<file path="src/rtl/line_stream_pkg.sv">
// Shared encodings for the line streamer: request modes, FSM states and default widths.
// Imported by every file of the block so encodings never drift apart.
package line_stream_pkg;

    localparam int DEF_ADDR_W = 8;
    localparam int DEF_LINE_W = 6;
    localparam int DEF_LEN_W  = 6;
    localparam int DEF_CHAR_W = 8;

    typedef enum logic [1:0] {
        MODE_LHS  = 2'b00,
        MODE_RHS  = 2'b01,
        MODE_ILV  = 2'b10,
        MODE_RSVD = 2'b11
    } mode_e;

    typedef enum logic [2:0] {
        ST_IDLE   = 3'd0,
        ST_DLOOK  = 3'd1,
        ST_DLATCH = 3'd2,
        ST_MREAD  = 3'd3,
        ST_EMIT   = 3'd4,
        ST_FIN    = 3'd5
    } state_e;

endpackage

</file>
<file path="src/rtl/line_desc_unpack.sv">
// Splits a line descriptor word {len, start} into its fields.
// Purely combinational, zero latency, no flow control.
module line_desc_unpack
    import line_stream_pkg::*;
#(
    parameter int ADDR_W = DEF_ADDR_W,
    parameter int LEN_W  = DEF_LEN_W
) (
    input  logic [LEN_W+ADDR_W-1:0] desc_data,
    output logic [ADDR_W-1:0]       desc_start,
    output logic [LEN_W-1:0]        desc_len
);

    assign desc_start = desc_data[ADDR_W-1:0];
    assign desc_len   = desc_data[LEN_W+ADDR_W-1:ADDR_W];

endmodule

</file>
<file path="src/rtl/line_streamer.sv">
// Streams one text line per request out of a dual-half character memory; first beat 4 cycles after accept.
// Holds out_char under out_ready backpressure; never issues a memory read while a beat is pending.
module line_streamer
    import line_stream_pkg::*;
#(
    parameter int ADDR_W    = DEF_ADDR_W,
    parameter int LINE_W    = DEF_LINE_W,
    parameter int LEN_W     = DEF_LEN_W,
    parameter int CHAR_W    = DEF_CHAR_W,
    parameter int NUM_LINES = 2**LINE_W
) (
    input  logic                    clk,
    input  logic                    rst_n,
    input  logic                    req_valid,
    output logic                    req_ready,
    input  logic [LINE_W-1:0]       req_line,
    input  logic [1:0]              req_mode,
    output logic [LINE_W-1:0]       desc_addr,
    input  logic [LEN_W+ADDR_W-1:0] desc_data,
    output logic [ADDR_W-1:0]       mem_addr,
    output logic                    mem_rd,
    input  logic [2*CHAR_W-1:0]     mem_dout,
    output logic                    out_valid,
    input  logic                    out_ready,
    output logic [CHAR_W-1:0]       out_char,
    output logic                    out_last,
    output logic                    done,
    output logic                    err,
    output logic                    busy
);

    state_e                state_q, state_d;
    logic [LINE_W-1:0]     line_q, line_d;
    mode_e                 mode_q, mode_d;
    logic                  err_q, err_d;
    logic [ADDR_W-1:0]     mem_addr_q, mem_addr_d;
    logic [LEN_W-1:0]      rem_q, rem_d;
    logic                  beat_q, beat_d;
    logic [2*CHAR_W-1:0]   word_q, word_d;
    logic                  word_vld_q, word_vld_d;

    logic [ADDR_W-1:0]     desc_start;
    logic [LEN_W-1:0]      desc_len;
    logic                  bad_req;
    logic [2*CHAR_W-1:0]   cur_word;
    logic                  lhs_sel;
    logic                  word_done;
    logic [CHAR_W-1:0]     emit_char;

    line_desc_unpack #(
        .ADDR_W (ADDR_W),
        .LEN_W  (LEN_W)
    ) u_desc_unpack (
        .desc_data  (desc_data),
        .desc_start (desc_start),
        .desc_len   (desc_len)
    );

    assign bad_req = (32'(req_line) >= 32'(NUM_LINES)) || (req_mode == MODE_RSVD);

    // Memory data is only valid in the first EMIT cycle; afterwards the latched copy is used.
    assign cur_word  = word_vld_q ? word_q : mem_dout;
    assign lhs_sel   = (mode_q == MODE_LHS) || ((mode_q == MODE_ILV) && !beat_q);
    assign emit_char = lhs_sel ? cur_word[2*CHAR_W-1:CHAR_W] : cur_word[CHAR_W-1:0];
    assign word_done = (mode_q != MODE_ILV) || beat_q;

    always_ff @(posedge clk) begin
        if (!rst_n) begin
            state_q    <= ST_IDLE;
            line_q     <= '0;
            mode_q     <= MODE_LHS;
            err_q      <= 1'b0;
            mem_addr_q <= '0;
            rem_q      <= '0;
            beat_q     <= 1'b0;
            word_q     <= '0;
            word_vld_q <= 1'b0;
        end else begin
            state_q    <= state_d;
            line_q     <= line_d;
            mode_q     <= mode_d;
            err_q      <= err_d;
            mem_addr_q <= mem_addr_d;
            rem_q      <= rem_d;
            beat_q     <= beat_d;
            word_q     <= word_d;
            word_vld_q <= word_vld_d;
        end
    end

    always_comb begin
        state_d    = state_q;
        line_d     = line_q;
        mode_d     = mode_q;
        err_d      = err_q;
        mem_addr_d = mem_addr_q;
        rem_d      = rem_q;
        beat_d     = beat_q;
        word_d     = word_q;
        word_vld_d = word_vld_q;
        case (state_q)
            ST_IDLE: begin
                if (req_valid) begin
                    line_d  = req_line;
                    mode_d  = mode_e'(req_mode);
                    err_d   = bad_req;
                    state_d = bad_req ? ST_FIN : ST_DLOOK;
                end
            end
            ST_DLOOK: begin
                state_d = ST_DLATCH;
            end
            ST_DLATCH: begin
                beat_d = 1'b0;
                if (desc_len == '0) begin
                    state_d = ST_FIN;
                end else begin
                    mem_addr_d = desc_start;
                    rem_d      = desc_len;
                    state_d    = ST_MREAD;
                end
            end
            ST_MREAD: begin
                word_vld_d = 1'b0;
                state_d    = ST_EMIT;
            end
            ST_EMIT: begin
                if (!word_vld_q) begin
                    word_d     = mem_dout;
                    word_vld_d = 1'b1;
                end
                if (out_ready) begin
                    if (!word_done) begin
                        beat_d = 1'b1;
                    end else begin
                        beat_d = 1'b0;
                        rem_d  = rem_q - 1'b1;
                        if (rem_q != LEN_W'(1)) begin
                            mem_addr_d = mem_addr_q + 1'b1;
                            state_d    = ST_MREAD;
                        end else begin
                            state_d = ST_FIN;
                        end
                    end
                end
            end
            ST_FIN: begin
                state_d = ST_IDLE;
            end
            default: begin
                state_d = ST_IDLE;
            end
        endcase
    end

    // Outputs are forced low while rst_n is asserted, not just from the next edge.
    always_comb begin
        req_ready = 1'b0;
        desc_addr = '0;
        mem_addr  = '0;
        mem_rd    = 1'b0;
        out_valid = 1'b0;
        out_char  = '0;
        out_last  = 1'b0;
        done      = 1'b0;
        err       = 1'b0;
        busy      = 1'b0;
        if (rst_n) begin
            mem_addr = mem_addr_q;
            busy     = (state_q != ST_IDLE);
            case (state_q)
                ST_IDLE:  req_ready = 1'b1;
                ST_DLOOK: desc_addr = line_q;
                ST_MREAD: mem_rd    = 1'b1;
                ST_EMIT: begin
                    out_valid = 1'b1;
                    out_char  = emit_char;
                    out_last  = word_done && (rem_q == LEN_W'(1));
                end
                ST_FIN: begin
                    done = 1'b1;
                    err  = err_q;
                end
                default: ;
            endcase
        end
    end

endmodule

</file>
<file path="config.mk">
export PLATFORM = sky130hd
export DESIGN_NAME = line_streamer
export DESIGN_NICKNAME = d
export VERILOG_FILES = /design/src/rtl/line_stream_pkg.sv /design/src/rtl/line_desc_unpack.sv /design/src/rtl/line_streamer.sv
export SDC_FILE = /design/constraint.sdc
export NUM_CORES = 1
export LEC_CHECK = 0
export ABC_AREA = 1
export CAP_MARGIN = 20
export CELL_PAD_IN_SITES_DETAIL_PLACEMENT = 1
export CELL_PAD_IN_SITES_GLOBAL_PLACEMENT = 2
export CORE_UTILIZATION = 27
export DETAILED_ROUTE_END_ITERATION = 16
export PLACE_DENSITY = 0.88
export SYNTH_ARGS = -nofsm -noshare
export SYNTH_HDL_FRONTEND = slang
export SYNTH_SLANG_ARGS = --single-unit
</file>
<file path="constraint.sdc">
create_clock -name clk -period 2.4 [get_ports clk]
set_input_delay 0.24 -clock clk [delete_from_list [all_inputs] [get_ports clk]]
set_output_delay 0.24 -clock clk [all_outputs]
set_load 0.02 [all_outputs]
</file>
==> results of run 1 <==
-- stage by stage --
step | power [mW] | hold slack [ps] | cells | worst slack, ps | utilization, %
4_1_cts | 3.16 | 467 | 593 | 57.8 | 37.9
3_5_place_dp | 2.65 | 453 | 585 | 70.5 | 36.9
3_3_place_gp | 2.60 | 441 | 585 | 138 | 36.9
5_1_grt | 3.40 | 496 | 593 | 12.6 | 38.1
2_1_floorplan | 2.18 | 404 | 397 | 711 | -
6_report | 3.11 | 463 | 593 | 108 | 38.1
-- kinds of logic after synthesis --
kind of cell               share of synthesized area (%)
adders and majority gates                           1.44
and+or+nand+nor                                     30.0
AOI/OAI and AO/OA                                   15.5
xor gates and xnor gates                           0.673
buffers and inverters                               11.2
muxes                                               7.31
DFF                                                 33.8
-- registers in the layout, summed over array words and instances (netlist names) --
name        flops
rem_q           6
line_q          6
mode_q          2
err_q           1
word_vld_q      1
beat_q          1
word_q         16
state_q         3
mem_addr_q      8
-- worst max-delay path, delay by kind of cell (launching register included) --
family / cells / cell delay, ps
buf+inv: 1 / 610
compound gates: 2 / 270
simple gates: 3 / 520
flops: 1 / 360
-- area by class of cell --
cell class | count | share of cell area (%)
Clock buffer | 5 | 1.95
Clock inverter | 3 | 0.602
Timing Repair Buffer | 76 | 21.6
Sequential cell | 44 | 24.9
Tap cell | 129 | 4.56
Multi-Input combinational cell | 281 | 40.6
Inverter | 55 | 5.84
-- cells in the mapped netlist --
cell / n
buf_2: 6
nand3_4: 1
nor4_1: 1
a21oi_1: 35
dfxtp_1: 44
nand4_2: 1
or2_2: 1
o21ai_1: 3
buf_1: 2
o21ai_0: 40
mux2i_1: 1
a211oi_1: 1
a31oi_1: 1
nor2_1: 57
nand2_1: 79
nand3_1: 16
inv_1: 50
nand3_2: 1
nand3b_1: 1
mux2_2: 16
ha_1: 3
buf_6: 1
xor2_1: 2
clkinv_1: 1
inv_2: 4
nor2_4: 1
nand4_1: 3
nor3_1: 10
buf_4: 2
clkbuf_1: 6
nand2_4: 1
nor2_2: 2
nand2_2: 4
-- power breakdown --
group          leakage [nW]  internal, mW  switching (mW)
logic                  1.26         0.580           0.928
clock network        0.0445         0.207           0.281
registers             0.359         0.947           0.166
total                  1.67          1.73            1.37
-- how the worst max path moves through the flow --
stage                          start  slack [ps]     endpoint
after floorplan           state_q[1]         710  out_char[0]
after global placement         rst_n         140  out_char[5]
after detailed placement       rst_n          70  out_char[2]
after CTS                 state_q[1]          60  out_char[2]
after global routing      state_q[1]          10  out_char[4]
final                     state_q[1]         110  out_char[6]
-- routing by layer --
layer / up-vias / share of wire (%) / global-route usage [%]
met4: 0 / 0.41 / 3.34
met5: - / 0 / 0
met2: 51 / 48 / 28.7
li1: 1397 / - / -
met1: 1283 / 46 / 19.9
met3: 4 / 5.0 / 3.90
-- what timing repair did --
action | 4_1_cts | 5_1_grt
pin swaps | 0 | 0
resized for setup | 1 | 7
setup endpoints to repair | 8 | 7
==> run metrics, run 1 <==
MaxCap Viol Count 0; layout cells sized above 1 9.91%; largest area contributor in the netlist dfxtp_1; fin crit period 2290 ps; initial antenna violation count 0; slowest CP cell clkdlybuf4s50_1; worst slew pin tran 413 ps; f_max 436 MHz; Synth Warn # 0; drt drc 0; leakage power 1.67 nW; syn avg cell area 6.56 µm²; commonest non-fill, non-tap cell in the layout nand2_1; synthesized instance count 397; Final nets 508; Hold Violations, Final 0; routed len/inst 12.9 µm; final slew viol count 0; initial core utilization 28.0%; Post-Syn Area 2600 µm²; CTS Buf Count 5; register area 881 µm²; via count 2,735; hold buffers post-CTS 0; status complete, no violations; worst skew pair latency 300 ps; die height 100 µm; clock buffer depth 2; largest net degree at the start of global routing 41; arrival time at the worst endpoint 2050 ps; fillers 1,241; Synth Register Bits 44; Final ANT Viol Nets 0; Crit Path Class register to primary output; slowest stage delay, CP 610 ps; clk slew on worst S/H paths 90 ps; WHS Path Cells 2; CTS tree done; Min-Delay Path Class register to register; I/O pin count 71; CP startpoint kind register; vias in the first global route 2,854; root buffer cell clkbuf_8; total die area 10,000 µm²; Setup TNS 0 ps; worst path cell trace nor2_2, nand2_2, nor2_4, o21ai_0, a21oi_1, clkdlybuf4s50_1; Min-Delay Startpoint line_q[2]; Rows 35; Iter 0 DRT Violations 40; Netlist cell types 33; GR Util All Layers 16.2%; Initial DRT Pass Iterations 4; placed cell area 3420 µm²; clock skew 13.0 ps; Pwr per Cell Area 879 nW/µm²; post-synth top area share 33.8%; hold path endpoint line_q[2]; FF-to-FF End mem_addr_q[4]; # port buffers 70; dominant cells by area after synthesis dfxtp_1 (34%), nand2_1 (11%), nor2_1 (8.2%); Syn Nets 442; synthesis-to-layout area growth 35.9%; commonest non-fill, non-tap cells in the layout nand2_1 (79), clkdlybuf4s50_1 (63), nor2_1 (57), inv_1 (50), dfxtp_1 (44); H-tree Lvls 2; period utilization 95.5%; Max-slew headroom 72.5%; Max IR drop VDD 0.318 mV; flop-to-flop setup slack 530 ps; final setup vio count 0; Final Wtd Congestion 0.754; Die W 100 µm; RSZ-0062 raised after global routing false; drt total wl 7630 µm; reg2reg start state_q[2]; Core ar. 9280 µm²; peak fanout along the critical path 9; Seq/Total Area, Yosys 33.8%; Post CTS Setup Buffer Count 0; crit end category primary output; post-DP HPWL 5530 µm; first-pass GRT wire length 13,200 µm; gr ovfl total 0; diode count 0; clk sinks 44; cells on worst reg2reg path 8; DR vias/cell 4.61; Multi-input gate area 1430 µm²; Critical Path RT 2160 ps; Design Area, Final 3540 µm²
(Power assumes the default switching activity.)
==> run 2, diff against run 1 <==
--- a/config.mk
+++ b/config.mk
@@ -6,12 +6,12 @@
 export NUM_CORES = 1
 export LEC_CHECK = 0
 export ABC_AREA = 1
-export CAP_MARGIN = 20
 export CELL_PAD_IN_SITES_DETAIL_PLACEMENT = 1
 export CELL_PAD_IN_SITES_GLOBAL_PLACEMENT = 2
 export CORE_UTILIZATION = 27
 export DETAILED_ROUTE_END_ITERATION = 16
 export PLACE_DENSITY = 0.88
+export SLEW_MARGIN = 20
 export SYNTH_ARGS = -nofsm -noshare
 export SYNTH_HDL_FRONTEND = slang
 export SYNTH_SLANG_ARGS = --single-unit
==> results of run 2 <==
The final DEF is identical to that of run 1; final timing and power are the same.
==> run 3, diff against run 2 <==
--- a/config.mk
+++ b/config.mk
@@ -10,7 +10,8 @@
 export CELL_PAD_IN_SITES_GLOBAL_PLACEMENT = 2
 export CORE_UTILIZATION = 27
 export DETAILED_ROUTE_END_ITERATION = 16
-export PLACE_DENSITY = 0.88
+export HOLD_SLACK_MARGIN = 0.02
+export PLACE_DENSITY_LB_ADDON = 0.1
 export SLEW_MARGIN = 20
 export SYNTH_ARGS = -nofsm -noshare
 export SYNTH_HDL_FRONTEND = slang
==> run 3 against run 2 <==
Effect of this change:
- via count down 2.2%
- power up 2.9%
- first-iteration DRC count up 10%
- die area unchanged
- critical endpoint is now err
==> run metrics, run 3 (synthesis results as in run 1) <==
status complete, no violations; routed len/inst 13.0 µm (+1.0%); clock buffer depth 2 (unchanged); diode count 0 (unchanged); root buffer cell clkbuf_8; final setup vio count 0 (unchanged); crit end category primary output; drt total wl 7710 µm (+1.0%); final slew viol count 0 (unchanged); die height 100 µm (unchanged); period utilization 94.0% (-1.5 points); clk sinks 44 (unchanged); synthesis-to-layout area growth 36.5%; CTS Buf Count 5 (unchanged); leakage power 1.66 nW (-0.15%); clock skew 3.84 ps (-9.14 ps); Largest regs word_q: 16 flops, mem_addr_q: 8 flops; Max-slew headroom 72.4% (-0.090 points); vias in the first global route 2,786 (-2.4%); clk slew on worst S/H paths 90 ps (about the same); via count 2,674 (-2.2%); Post-Place Setup Slack 79.7 ps (+9.20 ps); Hold Violations, Final 0 (unchanged); DR vias/cell 4.51 (-2.2%); post-DP HPWL 5420 µm (-2.1%); largest reg by FF count word_q; Crit Path Class input pin to primary output; commonest non-fill, non-tap cell in the layout nand2_1; hold buffers post-CTS 0 (unchanged); Core ar. 9280 µm² (unchanged); Critical Path RT 2160 ps (about the same); Min-Delay Path Class register to register; f_max 443 MHz (+1.6%); Final nets 508 (unchanged); Rows 35 (unchanged); CP startpoint kind input pin; GR Util All Layers 16.6% (+0.38 points); fin crit period 2260 ps (-36.5 ps); worst slew pin tran 414 ps (+1.35 ps); initial core utilization 28.0% (unchanged); arrival time at the worst endpoint 2020 ps (-30 ps); MaxCap Viol Count 0 (unchanged); Final Wtd Congestion 0.739 (-2.0%); Final ANT Viol Nets 0 (unchanged); Post CTS Setup Buffer Count 0 (unchanged); gr ovfl total 0 (unchanged); worst skew pair latency 300 ps (about the same); fillers 1,206 (-2.8%); largest net degree at the start of global routing 41 (unchanged); drt drc 0 (unchanged); layout cells sized above 1 9.70% (-0.22 points); CTS tree done; Setup TNS 0 ps (unchanged); max FFs per register 16 (unchanged); # port buffers 70 (unchanged); Max IR drop VDD 0.233 mV (-27%); I/O pin count 71 (unchanged); peak fanout along the critical path 24 (+15); Pwr per Cell Area 901 nW/µm² (+2.4%); H-tree Lvls 2 (unchanged); Initial DRT Pass Iterations 4 (unchanged); first-pass GRT wire length 13,100 µm (-0.78%); initial antenna violation count 0 (unchanged); Final WS setup 145 ps (+36.5 ps); commonest non-fill, non-tap cells in the layout nand2_1 (79), clkdlybuf4s50_1 (63), nor2_1 (57), inv_1 (50), dfxtp_1 (44); Die W 100 µm (unchanged); RSZ-0062 raised after global routing false; total die area 10,000 µm² (unchanged); Iter 0 DRT Violations 44 (+10%)
[run 3: layout make-up]
type,count,area [µm²],share of cell area (%)
clock buffer,6,72.6,2.04
clock inverter,2,35.0,0.986
inverter,55,206,5.81
multi-input combinational,281,1430,40.4
sequential,44,881,24.8
tap,129,161,4.54
timing repair buffer,76,763,21.5
[run 3: through the flow]
step	utilization, %	std cells	hold WS [ps]	power (mW)	area (µm²)
floorplan	-	397	404	2.18	2600
global placement	36.9	585	440	2.63	3420
detailed placement	36.9	585	449	2.67	3420
CTS	38.1	593	464	3.27	3530
global route	38.3	593	490	3.53	3550
finish	38.3	593	459	3.20	3550
[run 3: final timing paths]
path	from	to	slack [ps]	depth (start not counted)
hold reg to reg	line_q[5]	line_q[5]	460	2
setup / recovery	rst_n	err	140	5
setup reg to reg	state_q[2]	mem_addr_q[4]	510	8
hold / removal	line_q[5]	line_q[5]	460	2
[run 3: power by group]
part           total [mW]  switching [mW]  internal [mW]
clock network       0.579           0.270          0.309
logic                1.51           0.932          0.581
registers            1.11           0.160          0.947
[run 3: repair_timing]
item                                    CTS  global route
endpoints found under the setup margin    9             6
gates resized for setup                   2             7
hold endpoints to repair                  0             0
[run 3: layer usage]
| metal | vias up | global-route usage [%] | wire length (µm) |
|---|---|---|---|
| li1 | 1394 | - | - |
| met1 | 1234 | 20.4 | 3600 |
| met2 | 41 | 29.3 | 3730 |
| met3 | 5 | 3.90 | 311 |
| met4 | 0 | 3.68 | 70 |
| met5 | - | 0 | 0 |
[run 3: critical path, stage by stage]
cell and delay (ps):
clkdlybuf4s50_1 480, clkinv_1 120, buf_4 250, nor4_1 260
clkdlybuf4s50_1 650
